<file path="src/rtl/counter_bank.sv">
`default_nettype none
// +----------------------------------------------------------------------------+
// | counter_bank: bank of independent clear/load/enable counters with          |
// |               wrap or saturate limit handling and a one-cycle event pulse. |
// | Optional COUNTER_BANK_OVF_STICKY_EN adds sticky per-channel overflow flags.|
// | Revision: 1.0                                                              |
// +----------------------------------------------------------------------------+
module counter_bank #(
  parameter int unsigned       WIDTH    = 8,
  parameter int unsigned       CHANNELS = 2,
  parameter logic [WIDTH-1:0]  STEP     = WIDTH'(1),
  parameter logic [WIDTH-1:0]  LIMIT    = {WIDTH{1'b1}},
  parameter bit                SATURATE = 1'b0
) (
  input  logic                      clk,
  input  logic                      rst_n,
  input  logic [CHANNELS-1:0]       en,
  input  logic [CHANNELS-1:0]       clr,
  input  logic [CHANNELS-1:0]       load,
  input  logic [CHANNELS*WIDTH-1:0] load_val,
`ifdef COUNTER_BANK_OVF_STICKY_EN
  input  logic [CHANNELS-1:0]       ovf_clr,
  output logic [CHANNELS-1:0]       ovf,
`endif
  output logic [CHANNELS*WIDTH-1:0] count,
  output logic [CHANNELS-1:0]       evt
);

  for (genvar i = 0; i < CHANNELS; i++) begin : g_ch
    logic [WIDTH-1:0] cnt_q;
    logic [WIDTH-1:0] cnt_d;
    logic             evt_q;
    logic             evt_d;
    logic [WIDTH:0]   sum;
    logic [WIDTH-1:0] ld_val;
    logic [WIDTH-1:0] ld_clamped;

    // Extra carry bit keeps an overflowing sum visibly above LIMIT.
    assign sum        = {1'b0, cnt_q} + {1'b0, STEP};
    assign ld_val     = load_val[i*WIDTH +: WIDTH];
    assign ld_clamped = (ld_val > LIMIT) ? LIMIT : ld_val;

    always_comb begin
      cnt_d = cnt_q;
      evt_d = 1'b0;
      if (clr[i]) begin
        cnt_d = '0;
      end else if (load[i]) begin
        cnt_d = ld_clamped;
      end else if (en[i]) begin
        if (sum > {1'b0, LIMIT}) begin
          evt_d = 1'b1;
          cnt_d = SATURATE ? LIMIT : '0;
        end else begin
          cnt_d = sum[WIDTH-1:0];
        end
      end
    end

    always_ff @(posedge clk or negedge rst_n) begin
      if (!rst_n) begin
        cnt_q <= '0;
        evt_q <= 1'b0;
      end else begin
        cnt_q <= cnt_d;
        evt_q <= evt_d;
      end
    end

    assign count[i*WIDTH +: WIDTH] = cnt_q;
    assign evt[i]                  = evt_q;

`ifdef COUNTER_BANK_OVF_STICKY_EN
    logic ovf_q;
    logic ovf_d;

    // A new event outranks a coincident clear request.
    assign ovf_d = evt_d | (ovf_q & ~ovf_clr[i]);

    always_ff @(posedge clk or negedge rst_n) begin
      if (!rst_n) begin
        ovf_q <= 1'b0;
      end else begin
        ovf_q <= ovf_d;
      end
    end

    assign ovf[i] = ovf_q;
`endif
  end

endmodule
`default_nettype wire

</file>
<file path="config.mk">
export PLATFORM = sky130hd
export DESIGN_NAME = counter_bank
export DESIGN_NICKNAME = d
export VERILOG_FILES = /design/src/rtl/counter_bank.sv
export SDC_FILE = /design/constraint.sdc
export NUM_CORES = 1
export LEC_CHECK = 0
export CORE_UTILIZATION = 40
export DETAILED_ROUTE_END_ITERATION = 10
export PLACE_DENSITY = 0.73
export SYNTH_ARGS = -nofsm -noshare
export SYNTH_HDL_FRONTEND = slang
export SYNTH_SLANG_ARGS = --single-unit
export TNS_END_PERCENT = 50
</file>
<file path="constraint.sdc">
create_clock -name clk -period 1.85 [get_ports clk]
set_input_delay 0.37 -clock clk [delete_from_list [all_inputs] [get_ports clk]]
set_output_delay 0.37 -clock clk [all_outputs]
set_load 0.05 [all_outputs]
</file>
[Yosys cells after proc, flatten, opt, wreduce, memory -nomap -nowiden]
Cells that the tools add are included.
Cells by class
  multiplexer cells: 18
  reductions and logical operators: 2
  add/subtract/negate cells: 2
  $lt $le $gt $ge: 4
Operators with widths (number)
  $mux W8: 10
  $add A8 B1 Y9 const B: 2
  $gt A9 B8 Y1 const B: 2
  $gt A8 B8 Y1 const B: 2
  $mux W1: 8
  $reduce_bool A3 Y1: 2
Word-level totals
  input port bits: 24
  output and inout bits: 18
  bits in registers: 18
  word-level logic and storage cells: 30

[Depth between registers and ports, before layout]
Gate-level depths: netlist (run 1).
  word-level depth: 6
  depth in mapped cells: 8
  mapped depth without buffers: 8

[Worst setup path after synthesis (run 1)]
No wires, ideal clock.
  kind: reg-to-reg
  start point: reg g_ch[0].cnt_q[0]
  end point: reg g_ch[0].cnt_q[5]
  period minus slack after synthesis: 2366 ps
  buffers on the path: 0
  data required time: 1724 ps
  slack: -516 ps
  data arrival time: 2240 ps
  cell stages (with the launch flop): 7
  cell sequence: dfrtp_1 -> inv_1 -> ha_1 -> nor4_4 -> o2111ai_4 -> a41o_1 -> a221o_1
Between the ends
  word-level cells in the longest chain between the ends: 6
RTL lines
  start: declaration: RTL line 30  | logic [WIDTH-1:0] cnt_q;
  start signal: assignment: RTL line 65  | cnt_q <= cnt_d;
  $add A8 B1 Y9 *: RTL line 39  | assign sum = {1'b0, cnt_q} + {1'b0, STEP};
  $gt A9 B8 Y1: RTL line 51  | if (sum > {1'b0, LIMIT}) begin
  $mux W8 *: RTL line 51
  $mux W8 *: RTL line 50  | end else if (en[i]) begin
  $mux W8 *: RTL line 48  | end else if (load[i]) begin
  $mux W8 *: RTL line 46  | if (clr[i]) begin
Mark *: on every way between the ends. The rest lies on a longest branch, timed or not. The select of a mux whose other input is x is not followed.
A chain may end at the register's enable or synchronous reset.

[Worst setup path after layout (run 1)]
Same ends and word-level chain as after synthesis.

==> flow_metrics.env, run 1 <==
export IMPL_post_route_util=0.715
export IMPL_yosysSeqAreaShare=0.331
export IMPL_die_h_um=60.4
export IMPL_syn_num_nets=188
export IMPL_synthCells=160
export IMPL_vias=1587
export IMPL_async_flop_share=1.00
export IMPL_p_per_area_mw_per_mm2=504
export IMPL_grt_overflow_total=0
export IMPL_yosysUniqueCellTypes=48
export IMPL_ant_nets=0
export IMPL_dieArea_mm2=0.00364
export IMPL_drive_gt1_frac=0.424
export IMPL_grt_setup_unrepaired="true"
export IMPL_gr_usage_all_layers=0.250
export IMPL_setup_viol_count_final=8
export IMPL_synth_edf_count=0
export IMPL_nets=267
export IMPL_start_util=0.432
export IMPL_ys_seq_elements=18
export IMPL_die_w_um=60.4
export IMPL_final_cell_mix="buf_4, clkdlybuf4s50_1, nand2_1"
export IMPL_clk_latency_ns=0.29
export IMPL_synthFlopType="dfrtp_1"
export IMPL_final_area_mm2=0.00225
export IMPL_grt_max_degree=19
export IMPL_drv_cap=0
export IMPL_avgSynthCellArea_um2=8.52
export IMPL_fin_cells=282
export IMPL_port_buffers=41
export IMPL_worstRegToRegCells=7
export IMPL_slew_headroom=0.645
export IMPL_io_pin_count=42
export IMPL_cts_htree_levels=1
export IMPL_crit_start="g_ch[0].cnt_q[0]$_DFFE_PN0P_"
export IMPL_finalHoldViolations=0
export IMPL_firstDrtPassIters=4
export IMPL_cp_end_kind="flop"
export IMPL_ir_drop_mv=0.225
export IMPL_ff2ff_setup_slack_ns=-0.07
export IMPL_r2r_end="g_ch[0].cnt_q[5]$_DFFE_PN0P_"
export IMPL_cts_tree="yes"
export IMPL_viasPerCell=5.63
export IMPL_dp_cells=270
export IMPL_setup_ws_ns=-0.0690
export IMPL_grt_pass1_vias=1511
export IMPL_first_iter_violations=89
export IMPL_drv_slew=0
export IMPL_leakage_uw=0.000960
export IMPL_area_delta_synth_final_pct=65.4
export IMPL_dp_slack_ns=-0.105
export IMPL_rows=20
export IMPL_cp_max_fo=5
export IMPL_coreArea_mm2=0.00315
export IMPL_post_route_period_util=1.04
export IMPL_violations="setup timing"
export IMPL_min_period_ns=1.92
export IMPL_crit_arrival_ns=2.11
export IMPL_cp_required_ns=2.04
export IMPL_final_common_cell="buf_4"
export IMPL_finalClockSkew_ns=0.00524
export IMPL_root_buffer="clkbuf_4"
export IMPL_wirelength_mm=4.32
export IMPL_startpoint_type="flop"
export IMPL_grt_pass1_wl_mm=6.77
export IMPL_path_class="reg2reg"
export IMPL_antenna_found_initial=0
export IMPL_hp_class="in2async"
export IMPL_hpwlAfterDp_mm=3.16
export IMPL_synth_area_mm2=0.00136
export IMPL_clk_path_buf_depth=2
export IMPL_rr_startpoint="g_ch[0].cnt_q[0]$_DFFE_PN0P_"
export IMPL_cts_buffers=3
export IMPL_tightest_slew_ns=0.531
export IMPL_drc=0
export IMPL_status="finished, violations left"
export IMPL_wl_per_cell_um=15.3
export IMPL_max_freq_mhz=521
export IMPL_postPlaceCellArea_mm2=0.00205
export IMPL_clkSinkCount=18
export IMPL_num_antenna_cells=0
export IMPL_place_gp_congestion=0.894
export IMPL_cts_clk_slew_worst_paths_ns=0.11
export IMPL_ys_warn_count=0
-- Yosys cell counts, drive strengths merged, types with 4 or more instances --
cell,n,share of area
ha,4,0.037
buf,4,0.019
nand4,4,0.018
o21ai,13,0.051
nand3,7,0.029
a21oi,13,0.048
nor3b,5,0.028
nor3,6,0.026
nand2,15,0.041
nor2,8,0.022
nor2b,5,0.023
dfrtp,18,0.33
clkbuf,6,0.017
inv,9,0.025
-- routing by layer --
layer  track usage  wire, µm
met1         0.284      1780
met2         0.463      2300
met3        0.0320       181
met4         0.113        54
met5             0         0
-- metrics by stage --
step	hold WS, ns	power (µW)	TNS [ns]
floorplan	0.0744	674	-0.847
global placement	0.509	847	-0.231
detailed placement	0.508	856	-0.455
CTS	0.402	1120	-0.124
global route	0.396	1190	-1.51
finish	0.393	1140	-0.330
-- state kept, by name (all words and copies together) (netlist names) --
name and flops:
g_ch.cnt_q 16, g_ch.evt_q 2
-- area by class of cell --
class | count | area [µm²]
multi-input cells | 123 | 956
fillers | 237 | 900
repair buffers | 84 | 707
flip-flops and latches | 18 | 465
well taps | 44 | 55.1
clock buffers | 4 | 36.3
inverters | 9 | 33.8
-- how the worst max path moves through the flow --
stage	to	slack, ns	depth (start not counted)
floorplan	g_ch[0].cnt_q[5]$_DFFE_PN0P_	-0.25	8
CTS	g_ch[1].cnt_q[4]$_DFFE_PN0P_	-0.05	8
global placement	g_ch[0].cnt_q[1]$_DFFE_PN0P_	-0.07	4
global route	g_ch[1].cnt_q[4]$_DFFE_PN0P_	-0.20	8
finish	g_ch[0].cnt_q[5]$_DFFE_PN0P_	-0.07	7
detailed placement	g_ch[0].cnt_q[5]$_DFFE_PN0P_	-0.10	6
-- where the power goes --
part | leakage, µW | total (µW) | internal [µW] | switching (µW)
Clock | 0.0000210 | 243 | 120 | 123
Sequential | 0.000225 | 462 | 422 | 39.8
Combinational | 0.000714 | 431 | 198 | 233
-- cells by family (layout without fill, tap and decap cells) --
kind of cell | count (synthesis) | count (layout) | synth area share
muxes | 3 | 3 | 0.0230
and+or+nand+nor | 66 | 66 | 0.280
xor gates and xnor gates | 3 | 3 | 0.0193
DFF | 18 | 18 | 0.331
AOI/OAI and AO/OA | 47 | 47 | 0.249
buffers and inverters | 19 | 97 | 0.0615
adders and majority gates | 4 | 4 | 0.0367
-- worst max-delay path: stages, from the launching register on --
cell	delay, ns
dfrtp_4	0.53
ha_4	0.20
a21oi_4	0.13
o21ai_2	0.07
a21boi_2	0.19
o2111ai_4	0.18
a41o_1	0.23
a221o_1	0.30
-- what timing repair did --
item	in CTS	in global routing
setup endpoints to repair	9	17
pin swaps	7	15
gates resized for setup	9	15
hold buffers	0	0
gates cloned	0	0
setup buffers	4	4
Note: power is estimated with default switching activity, not from simulation.
==> run 2: changes to the inputs <==
--- a/config.mk
+++ b/config.mk
@@ -5,9 +5,9 @@
 export SDC_FILE = /design/constraint.sdc
 export NUM_CORES = 1
 export LEC_CHECK = 0
-export CORE_UTILIZATION = 40
+export CORE_UTILIZATION = 25
 export DETAILED_ROUTE_END_ITERATION = 10
-export PLACE_DENSITY = 0.73
+export SETUP_SLACK_MARGIN = 0.02
 export SYNTH_ARGS = -nofsm -noshare
 export SYNTH_HDL_FRONTEND = slang
 export SYNTH_SLANG_ARGS = --single-unit
==> run 2 against run 1 <==
Effect of this change:
- final area up 3.3%
- clock-buffer cell count unchanged
- sequential power up 1%
- the flow still finishes with violations (setup timing)
- hold slack better by 0.039 ns
==> flow_metrics.env, run 2 (synthesis gave the netlist of run 1 again) <==
export IMPL_wl_per_cell_um=13.7
export IMPL_slew_headroom=0.674
export IMPL_cp_depth=7
export IMPL_cts_buffers=3
export IMPL_max_stage_delay_ns=0.52
export IMPL_viasPerCell=4.95
export IMPL_drv_slew=0
export IMPL_start_util=0.263
export IMPL_firstDrtPassIters=4
export IMPL_drive_gt1_frac=0.432
export IMPL_gr_usage_all_layers=0.158
export IMPL_final_area_mm2=0.00233
export IMPL_clkSinkCount=18
export IMPL_hp_class="in2async"
export IMPL_ir_drop_mv=0.348
export IMPL_clkPwrFrac=0.278
export IMPL_cts_tree="yes"
export IMPL_leakage_uw=0.000971
export IMPL_setup_viol_count_final=4
export IMPL_cts_hold_buf=0
export IMPL_final_cell_mix="buf_4, clkdlybuf4s50_1, nand2_1"
export IMPL_max_freq_mhz=529
export IMPL_violations="setup timing"
export IMPL_coreArea_mm2=0.00517
export IMPL_grt_pass1_wl_mm=6.68
export IMPL_ff2ff_setup_slack_ns=-0.04
export IMPL_hpwlAfterDp_mm=3.17
export IMPL_dp_slack_ns=-0.117
export IMPL_drc=0
export IMPL_cp_required_ns=2.01
export IMPL_first_iter_violations=46
export IMPL_cts_htree_levels=1
export IMPL_grt_pass1_vias=1427
export IMPL_cp_cell_sequence="ha_4 -> buf_12 -> xor2_1 -> o2111ai_4 -> buf_4 -> a31o_2 -> a22o_1"
export IMPL_antenna_found_initial=0
export IMPL_wirelength_mm=4.27
export IMPL_sequentialPowerShare=0.376
export IMPL_reg_top3="g_ch.cnt_q: 16 flops, g_ch.evt_q: 2 flops"
export IMPL_dieArea_mm2=0.00575
export IMPL_nets=270
export IMPL_root_buffer="clkbuf_8"
export IMPL_port_buffers=41
export IMPL_ant_nets=0
export IMPL_finalHoldViolations=0
export IMPL_path_class="reg2reg"
export IMPL_num_antenna_cells=0
export IMPL_cp_top_family="compound AO/OA/AOI/OAI gates"
export IMPL_crit_arrival_ns=2.05
export IMPL_vias=1541
export IMPL_post_route_period_util=1.02
export IMPL_p_per_area_mw_per_mm2=533
export IMPL_startpoint_type="flop"
export IMPL_register_area_um2=465
export IMPL_die_h_um=75.8
export IMPL_crit_start="g_ch[0].cnt_q[0]$_DFFE_PN0P_"
export IMPL_n_fill_cell=498
export IMPL_place_gp_congestion=0.848
export IMPL_path_buf_inv=2
export IMPL_multi_input_area_um2=955
export IMPL_worstRegToRegCells=7
export IMPL_io_pin_count=42
export IMPL_p_comb_frac=0.345
export IMPL_internal_power_uw=815
export IMPL_cts_clk_slew_worst_paths_ns=0.08
export IMPL_clk_latency_ns=0.26
export IMPL_finalClockSkew_ns=0.00150
export IMPL_switching_power_uw=426
export IMPL_postPlaceCellArea_mm2=0.00213
export IMPL_grt_overflow_total=0
export IMPL_timing_hold_ws_ns=0.432
export IMPL_status="finished, violations left"
export IMPL_crit_slowest_cell="dfrtp_4"
export IMPL_rows=26
export IMPL_min_period_ns=1.89
export IMPL_tightest_slew_ns=0.487
export IMPL_cp_max_fo=6
export IMPL_final_common_cell="buf_4"
export IMPL_area_delta_synth_final_pct=70.9
export IMPL_p_sw_frac=0.344
export IMPL_clk_path_buf_depth=2
export IMPL_die_w_um=75.8
export IMPL_largest_reg_flops=16
export IMPL_drv_cap=0
export IMPL_rr_startpoint="g_ch[0].cnt_q[0]$_DFFE_PN0P_"
export IMPL_cp_end_kind="flop"
export IMPL_regMostFlops="g_ch.cnt_q"
export IMPL_grt_setup_unrepaired="true"
export IMPL_post_route_util=0.450
export IMPL_grt_max_degree=19
export IMPL_setup_ws_ns=-0.0400
[run 2: final timing paths]
kind                                           endpoint
min                             g_ch[1].evt_q$_DFF_PN0_
min reg2reg                g_ch[1].cnt_q[4]$_DFFE_PN0P_
max reg2reg                g_ch[0].cnt_q[4]$_DFFE_PN0P_
min in group clk           g_ch[1].cnt_q[4]$_DFFE_PN0P_
max in group asynchronous  g_ch[0].cnt_q[0]$_DFFE_PN0P_
max                        g_ch[0].cnt_q[4]$_DFFE_PN0P_
[run 2: what timing repair did]
item | CTS | global route
setup buffers | 4 | 3
setup endpoints to repair | 9 | 16
pin swaps | 7 | 12
gates resized for setup | 8 | 10
[run 2: layout make-up]
class / count / share of cell area
clock buffers: 4 / 0.0236
inverters: 9 / 0.0156
multi-input cells: 123 / 0.410
flip-flops and latches: 18 / 0.200
well taps: 70 / 0.0376
repair buffers: 87 / 0.313
[run 2: layer usage]
layer	global-route usage	wire, µm	part of all wire	vias to the layer above
met5	0	0	0	-
met3	0.0331	258	0.060	9
met1	0.197	1940	0.45	721
met4	0.0617	103	0.024	0
li1	-	-	-	762
met2	0.265	1970	0.46	49
[run 2: stage by stage]
step / std cells / setup TNS (ns) / total power (µW)
4_1_cts: 308 / -0.106 / 1240
3_5_place_dp: 300 / -0.335 / 865
3_3_place_gp: 300 / -0.208 / 863
2_1_floorplan: 160 / -0.861 / 675
5_1_grt: 311 / -1.10 / 1300
6_report: 311 / -0.142 / 1240
[run 2: power by group through the flow]
stage | Sequential, µW | Combinational [µW] | Clock (µW)
finish | 467 | 429 | 345
global route | 473 | 459 | 364
CTS | 464 | 415 | 357
detailed placement | 472 | 393 | 0
global placement | 470 | 393 | 0
floorplan | 555 | 119 | 0
[run 2: worst reg2reg max path: cells and delay by family, from the launching register on]
kind | cells | cell delay [ns]
adder cells (fa/ha/maj) | 1 | 0.20
flip-flops | 1 | 0.52
XOR/XNOR | 1 | 0.21
AO/OA/AOI/OAI | 3 | 0.55
buffers and inverters | 2 | 0.31
